## src/rtl/pipe_pkg.sv

```systemverilog
`default_nettype none
// +-----------------------------------------------------------------------+
// | Package  : pipe_pkg                                                   |
// | Purpose  : Shared stage payload structs and default buffer depth for  |
// |            the elastic pipeline registers between core stages.        |
// | Revision : 1.0 - initial release                                      |
// +-----------------------------------------------------------------------+
package pipe_pkg;

  // Default number of entries in each inter-stage buffer.
  localparam int PIPE_DEPTH = 2;

  // ALU operation selector carried from decode to execute.
  typedef enum logic [3:0] {
    ALU_ADD  = 4'd0,
    ALU_SUB  = 4'd1,
    ALU_AND  = 4'd2,
    ALU_OR   = 4'd3,
    ALU_XOR  = 4'd4,
    ALU_SLL  = 4'd5,
    ALU_SRL  = 4'd6,
    ALU_SRA  = 4'd7,
    ALU_SLT  = 4'd8,
    ALU_SLTU = 4'd9
  } alu_op_e;

  // Stage payloads carry no valid bit: validity lives in the handshake,
  // so the same buffer works for every stage boundary.
  typedef struct packed {
    logic [31:0] pc;
    logic [31:0] instr;
  } if_id_t;

  typedef struct packed {
    logic [31:0] pc;
    logic [31:0] rs1_val;
    logic [31:0] rs2_val;
    logic [31:0] imm;
    logic [4:0]  rd;
    alu_op_e     alu_op;
    logic        use_imm;
    logic        mem_rd;
    logic        mem_wr;
    logic        reg_wr;
  } id_ex_t;

  typedef struct packed {
    logic [31:0] alu_res;
    logic [31:0] store_data;
    logic [4:0]  rd;
    logic        mem_rd;
    logic        mem_wr;
    logic        reg_wr;
  } ex_mem_t;

  typedef struct packed {
    logic [31:0] wb_data;
    logic [4:0]  rd;
    logic        reg_wr;
  } mem_wb_t;

  // Pointer width for a buffer of the given depth; a single-entry buffer
  // still gets a one-bit pointer so the port never collapses to zero width.
  function automatic int ptr_width(input int depth);
    return (depth > 1) ? $clog2(depth) : 1;
  endfunction

endpackage : pipe_pkg
`default_nettype wire

```

## src/rtl/pipe_ptr_ctr.sv

```systemverilog
`default_nettype none
// +-----------------------------------------------------------------------+
// | Module   : pipe_ptr_ctr                                               |
// | Purpose  : Wrapping FIFO pointer with increment enable and            |
// |            synchronous clear.                                         |
// | Revision : 1.0 - initial release                                      |
// +-----------------------------------------------------------------------+
module pipe_ptr_ctr
  import pipe_pkg::*;
#(
  parameter int DEPTH = PIPE_DEPTH,
  localparam int PTR_W = ptr_width(DEPTH)
) (
  input  logic             clk,
  input  logic             reset,
  input  logic             clear,
  input  logic             inc,
  output logic [PTR_W-1:0] ptr
);

  localparam logic [PTR_W-1:0] LAST = PTR_W'(DEPTH - 1);

  // Pointer register: clear wins over increment; wraps after the last slot.
  // For power-of-two depths the compare matches natural binary wrap, and it
  // keeps a single-entry buffer pinned at slot 0.
  always_ff @(posedge clk or negedge reset) begin
    if (!reset) begin
      ptr <= '0;
    end else if (clear) begin
      ptr <= '0;
    end else if (inc) begin
      ptr <= (ptr == LAST) ? '0 : ptr + PTR_W'(1);
    end
  end

endmodule : pipe_ptr_ctr
`default_nettype wire

```

## src/rtl/pipe_stage_buf.sv

```systemverilog
`default_nettype none
// +-----------------------------------------------------------------------+
// | Module   : pipe_stage_buf                                             |
// | Purpose  : Elastic valid/ready pipeline register between two core     |
// |            stages: DEPTH-entry FIFO, no fall-through, sync flush.     |
// | Revision : 1.0 - initial release                                      |
// +-----------------------------------------------------------------------+
module pipe_stage_buf
  import pipe_pkg::*;
#(
  parameter int WIDTH = 64,
  parameter int DEPTH = PIPE_DEPTH,
  localparam int CNT_W = $clog2(DEPTH + 1)
) (
  input  logic             clk,
  input  logic             reset,
  input  logic             flush,
  input  logic             in_valid,
  output logic             in_ready,
  input  logic [WIDTH-1:0] in_data,
  output logic             out_valid,
  input  logic             out_ready,
  output logic [WIDTH-1:0] out_data,
  output logic [CNT_W-1:0] count
);

  localparam int               PTR_W    = ptr_width(DEPTH);
  localparam logic [CNT_W-1:0] FULL_CNT = CNT_W'(DEPTH);

  logic [WIDTH-1:0] mem [DEPTH];
  logic [PTR_W-1:0] rd_ptr;
  logic [PTR_W-1:0] wr_ptr;
  logic [CNT_W-1:0] count_nxt;
  logic             push;
  logic             pop;

  // Both ready and valid come from registered occupancy only, so the
  // buffer breaks any combinational path between the two stages.
  assign in_ready  = (count != FULL_CNT);
  assign out_valid = (count != '0);
  assign push      = in_valid & in_ready;
  assign pop       = out_valid & out_ready;
  assign out_data  = mem[rd_ptr];

  // Write and read pointers; a flush snaps both back to slot 0.
  pipe_ptr_ctr #(.DEPTH(DEPTH)) u_wr_ptr (
    .clk   (clk),
    .reset (reset),
    .clear (flush),
    .inc   (push & ~flush),
    .ptr   (wr_ptr)
  );

  pipe_ptr_ctr #(.DEPTH(DEPTH)) u_rd_ptr (
    .clk   (clk),
    .reset (reset),
    .clear (flush),
    .inc   (pop & ~flush),
    .ptr   (rd_ptr)
  );

  // Next occupancy: a simultaneous push and pop leaves it unchanged.
  always_comb begin
    count_nxt = count;
    unique case ({push, pop})
      2'b10:   count_nxt = count + CNT_W'(1);
      2'b01:   count_nxt = count - CNT_W'(1);
      default: count_nxt = count;
    endcase
  end

  // Occupancy register: reset and flush both empty the buffer.
  always_ff @(posedge clk or negedge reset) begin
    if (!reset) begin
      count <= '0;
    end else if (flush) begin
      count <= '0;
    end else begin
      count <= count_nxt;
    end
  end

  // Payload storage is deliberately not reset; a flushed push is dropped.
  always_ff @(posedge clk) begin
    if (push && !flush) begin
      mem[wr_ptr] <= in_data;
    end
  end

`ifndef SYNTHESIS
  localparam bit DEPTH_OK = (DEPTH >= 1) && (DEPTH <= 16) &&
                            ((DEPTH & (DEPTH - 1)) == 0);

  a_depth_pow2: assert property (@(posedge clk) DEPTH_OK);
  a_count_max:  assert property (@(posedge clk) disable iff (!reset) count <= FULL_CNT);
  a_push_ready: assert property (@(posedge clk) disable iff (!reset) push |-> in_ready);
  a_pop_valid:  assert property (@(posedge clk) disable iff (!reset) pop |-> out_valid);
`endif

endmodule : pipe_stage_buf
`default_nettype wire
```

## config.mk

```make
export PLATFORM = sky130hd
export DESIGN_NAME = pipe_stage_buf
export DESIGN_NICKNAME = d
export VERILOG_FILES = /design/src/rtl/pipe_pkg.sv /design/src/rtl/pipe_ptr_ctr.sv /design/src/rtl/pipe_stage_buf.sv
export SDC_FILE = /design/constraint.sdc
export NUM_CORES = 1
export LEC_CHECK = 0
export ABC_AREA = 1
export BUFFER_PORTS_ARGS = -buffer_cell sky130_fd_sc_hd__buf_2
export CORE_ASPECT_RATIO = 1.2
export CORE_MARGIN = 4
export CORE_UTILIZATION = 26
export DETAILED_ROUTE_END_ITERATION = 10
export SKIP_CTS_REPAIR_TIMING = 1
export SYNTH_ARGS = -nofsm -noshare
export SYNTH_HDL_FRONTEND = slang
export SYNTH_SLANG_ARGS = --single-unit
```

## constraint.sdc

```tcl
create_clock -name clk -period 4.1 [get_ports clk]
set_input_delay 0.82 -clock clk [delete_from_list [all_inputs] [get_ports clk]]
set_output_delay 0.82 -clock clk [all_outputs]
set_load 0.05 [all_outputs]
```

==> results of run 1 <==
## cell type report
cell class	count	area share, %
clock buffers	19	6.64
clock inverters	13	3.24
inverters	7	0.403
multi-input cells	218	13.3
flip-flops and latches	132	60.5
well taps	252	4.84
repair buffers	141	11.0
## through the flow
stage                     util (%)  instance area, µm²  power (mW)
after floorplan                  -                4900        2.03
after global placement        32.1                5870        2.19
after detailed placement      32.1                5870        2.20
after CTS                     35.6                6520        3.87
after global routing          35.6                6520        3.98
final                         35.6                6520        3.82
## path summary, 6_finish.rpt
kind,start,endpoint,slack [ps],cells after the start
worst max-delay path,u_rd_ptr.ptr,out_data[2],1040,5
worst min-delay path,reset,u_wr_ptr.ptr,210,1
worst max register to register,count[0],mem[1][24],2130,5
worst min register to register,u_wr_ptr.ptr,u_wr_ptr.ptr,560,1
max in group asynchronous,reset,u_rd_ptr.ptr,3740,1
min in group clk,u_wr_ptr.ptr,u_wr_ptr.ptr,560,1
## kinds of logic (layout without fill, tap and decap cells)
kind of cell	Yosys count	count (layout)	synth area share, %
flip-flops	132	132	80.6
buffers and inverters	21	180	1.92
AO/OA/AOI/OAI	5	5	0.614
AND/OR/NAND/NOR	213	213	16.8
## Yosys cell counts (all sizes together)
library cell  count  area (µm²)
nand2           203         769
edfxtp          128        3840
buf              12        60.1
inv               7        26.3
nor2              5        18.8
dfrtp             4         100
nand4             4        25.0
a21oi             2        13.8
clkbuf            2        7.51
o21ai             2        10.0
nand3             1        10.0
o22ai             1        6.26
## per-layer routing
layer,part of all wire [%],vias up
li1,-,1549
met4,1.3,0
met3,7.2,13
met5,0,-
met1,41,1494
met2,50,118
## flip-flops by register name (all words and copies together) (netlist names)
name	count
count	2
mem	128
u_rd_ptr.ptr	1
u_wr_ptr.ptr	1
## where the power goes
part	switching, mW	leakage, nW	total [mW]	internal [mW]
registers	0.0183	1.23	1.56	1.54
clock network	0.528	0.309	1.66	1.13
logic	0.478	1.20	0.601	0.123
## worst max-delay path, stage by stage, from the launching register on
cell     delay [ps]
dfrtp_2         400
inv_2           700
buf_4           330
nand2_1          80
nand2_1          60
buf_2           260
==> impl_metrics.ini, run 1 <==
[place]
post-place-ws_ps = 1400
placedCellCount = 750
gp_congestion = 0.671
portBuffers = 136
place_hpwl_um = 7010

[power]
power_density_nw_per_um2 = 586
vdd_drop_max_uv = 311
p_leak_nw = 2.74

[die]
die_y_um = 158
core_area_um2 = 18300
pin_count = 137
start_util_pct = 26.7
die_x_um = 133
die_area_um2 = 21100
rows = 54

[setup_path]
path_class = register to output port
critPathRequiredTime_ps = 3280
crit_path_end_kind = output port
start_kind = register
path_max_fanout = 55
cp_data_arrival_time_ps = 2240

[timing]
slew_violations = 0
max_freq_mhz = 327
rsz0062_at_grt = false
slew_headroom_pct = 34.6
skew_ps = 9.50
fin_tns_setup_ps = 0
hold_violations = 0
setup_viol = 0
worst_slew_pin_slew_ps = 979
period_share_pct = 74.6
finalCriticalPeriod_ps = 3060
holdWs_ps = 213
finalWorstSetupSlack_ps = 1040

[cells_and_area]
layoutNonFillerInstCount = 782
fillerInstances = 1787
layout_commonest_cell = nand2_1
drive_gt1_share_pct = 33.2
antennaDiodeCount = 0
ff_latch_area_um2 = 3950
multi_input_area_um2 = 868
layout_common_cells = nand2_1, buf_2, edfxtp_1
areaGrowthSynthToFinish_pct = 33.3
final_nets = 586

[flow_run]
maxCapViolCount = 0

[cts]
clkSinkCount = 132
cts_tree = yes
cts_max_level = 4
clk_latency_ps = 410
path_clk_slew_ps = 60
cts_buffers = 17
clockBufferDepth = 2
root_buffer = clkbuf_16

[drt]
antenna_left = 0
num_vias = 3174
post-route-drc-count = 0
drtIter0Drc = 133
viasPerCell = 4.06
drt-pass1-iter-count = 4
drt_wl_total_um = 10700
wl_per_cell_um = 13.7

[synth]
syn-num-nets = 440
synth.avg_cell_area_um2 = 13.2
ys_seq_area_share_pct = 80.6
ys_warn_count = 0
ys_ff_latch = 132
netlist_instances = 371
synth.distinct_cells = 15
synth_area_um2 = 4890

[grt]
use_met1_pct = 12.0
grt_usage_pct = 10.4
busiest_layer = met2
antenna_found_initial = 0
grt_pass1_vias = 3220
grt_max_degree = 65
met3_usage_pct = 3.91
grt_pass1_wl_um = 16800
met2_usage_pct = 17.6
grt_overflow = 0

[hold_path]
hold_class = primary input to asynchronous set/reset pin

[run_status]
status = finished clean
No activity file was read; power rests on OpenSTA's default activity.
==> run 2: changes to the inputs <==
clock period = 2.72 ns   (was 4.1 ns; I/O delays follow)
==> run 2 against run 1 <==
  * Clock-buffer cell count decreased by 1
  * Sequential share of layout area increased by 0.38 points
  * Largest cell class unchanged
  * Die area stayed put
  * Combinational power is 51% higher
  * Largest power group is now sequential cells
  * Flip-flop and latch count did not move
  * Register-to-register slack lost 1100 ps
  * Utilization decreased by 0.20 points
  * Design area fell by 0.56%
  * Clock skew down 3.0 ps
  * Global-route usage up 0.069 points
  * Critical path type unchanged
==> impl_metrics.ini, run 2 (synthesis results as in run 1) <==
[drt]
post-route-drc-count = 0
drt_wl_total_um = 10900
drt-pass1-iter-count = 4
drtIter0Drc = 179
num_vias = 3150
antenna_left = 0
wl_per_cell_um = 14.0
viasPerCell = 4.03

[setup_path]
worstSetupStartpoint = u_rd_ptr.ptr
endpoint = out_data[23]
cp_data_arrival_time_ps = 1970
crit_path_end_kind = output port
timing.critical_path.mode_cell = nand2_1
timing.rr.end = mem[0][34]
crit_path_top_delay_cell = dfrtp_4
rrSetupSlack_ps = 1060
path_cells = clkinv_2 -> buf_12 -> nand2_1 -> nand2_1 -> buf_2
path_max_fanout = 53
start_kind = register
critPathRequiredTime_ps = 2180
r2r_cells = 5
path_class = register to output port
max_stage_delay_ps = 590
r2r_start = count[0]

[die]
core_area_um2 = 18300
die_x_um = 133
pin_count = 137
die_area_um2 = 21100
start_util_pct = 26.7
die_y_um = 158
rows = 54

[cells_and_area]
reg_top3 = mem: 128 flops, count: 2 flops
layout_common_cells = nand2_1, buf_2, edfxtp_1
largest_reg_flops = 128
final_util_pct = 35.4
layout_commonest_cell = nand2_1
final_nets = 588
top_register = mem
drive_gt1_share_pct = 33.6
antennaDiodeCount = 0
areaGrowthSynthToFinish_pct = 32.5

[power]
p_comb_share_pct = 16.8
swShare_pct = 28.8
p_leak_nw = 2.71
vdd_drop_max_uv = 355
power_density_nw_per_um2 = 832
power_frac_clock_pct = 39.3
p_switching_mw = 1.55
p_int_mw = 3.84
sequentialPowerShare_pct = 43.9

[grt]
grt_pass1_wl_um = 16600
grt_overflow = 0
grt_max_degree = 54
grt_usage_pct = 10.5
antenna_found_initial = 2
grt_pass1_vias = 3286

[hold_path]
hp-start = in_data[39]
hold_class = primary input to register

[timing]
max_freq_mhz = 397
finalCriticalPeriod_ps = 2520
setup_viol = 0
slew_violations = 0
fin_tns_setup_ps = 0
period_share_pct = 92.5
worst_slew_pin_slew_ps = 364
finalWorstSetupSlack_ps = 204
rsz0062_at_grt = false
hold_violations = 0
skew_ps = 6.47
slew_headroom_pct = 75.8

[place]
place_hpwl_um = 7160
gp_congestion = 0.708
portBuffers = 136
post-place-ws_ps = 499

[cts]
cts_buffers = 17
cts_max_level = 4
clk_latency_ps = 410
clkSinkCount = 132
root_buffer = clkbuf_16
clockBufferDepth = 2
cts_tree = yes
path_clk_slew_ps = 60

[run_status]
status = finished clean

[flow_run]
maxCapViolCount = 0
[run 2: cell count changes in the layout (fill, tap and decap cells not counted), sizes merged]
cell | before | now
dlygate4sd3 | 0 | 1
buf | 141 | 142
inv | 7 | 6
clkinvlp | 1 | 4
clkinv | 6 | 7
clkbuf | 19 | 18
bufinv | 6 | 2
[run 2: per-stage QoR]
step                std cells  total power [mW]  cell area [µm²]  hold slack, ps
CTS                       781              5.48             6460           -89.8
detailed placement        751              3.33             5920             366
global placement          751              3.31             5920             364
global route              782              5.65             6480             297
finish                    782              5.39             6480             327
floorplan                 371              3.05             4910             248
[run 2: power by group through the flow]
stage / sequential [mW] / clock (mW) / combinational (mW)
after global placement: 2.40 / 0 / 0.906
after detailed placement: 2.41 / 0 / 0.918
after global routing: 2.37 / 2.30 / 0.972
after floorplan: 2.40 / 0 / 0.650
final: 2.37 / 2.12 / 0.907
after CTS: 2.37 / 2.20 / 0.919
[run 2: worst min-delay path by stage]
stage,endpoint,slack (ps),cells past startpoint
floorplan,count[0],250,0
global placement,u_wr_ptr.ptr,360,1
detailed placement,u_wr_ptr.ptr,370,1
CTS,u_rd_ptr.ptr,-90,1
global route,mem[0][14],300,1
finish,mem[1][39],330,1
[run 2: routing by layer]
metal  track usage [%]  vias to the layer above  routed length, µm
met3              4.39                       21                740
met1              11.9                     1474               4650
met2              17.5                      103               5320
met5                 0                        -                 21
li1                  -                     1548                  -
met4              4.56                        4                214
[run 2: final cells by class]
cell class              instances  area (µm²)
clock buffers                  18         429
clock inverters                12         116
fillers                      1804       11800
inverters                       7        27.5
multi-input cells             218         868
flip-flops and latches        132        3950
well taps                     252         315
repair buffers                143         777
[run 2: worst max-delay path, delay by kind of cell (launching register included)]
| family | cells | cell delay [ps] |
|---|---|---|
| buffers and inverters | 3 | 750 |
| DFF | 1 | 590 |
| and+or+nand+nor | 2 | 170 |
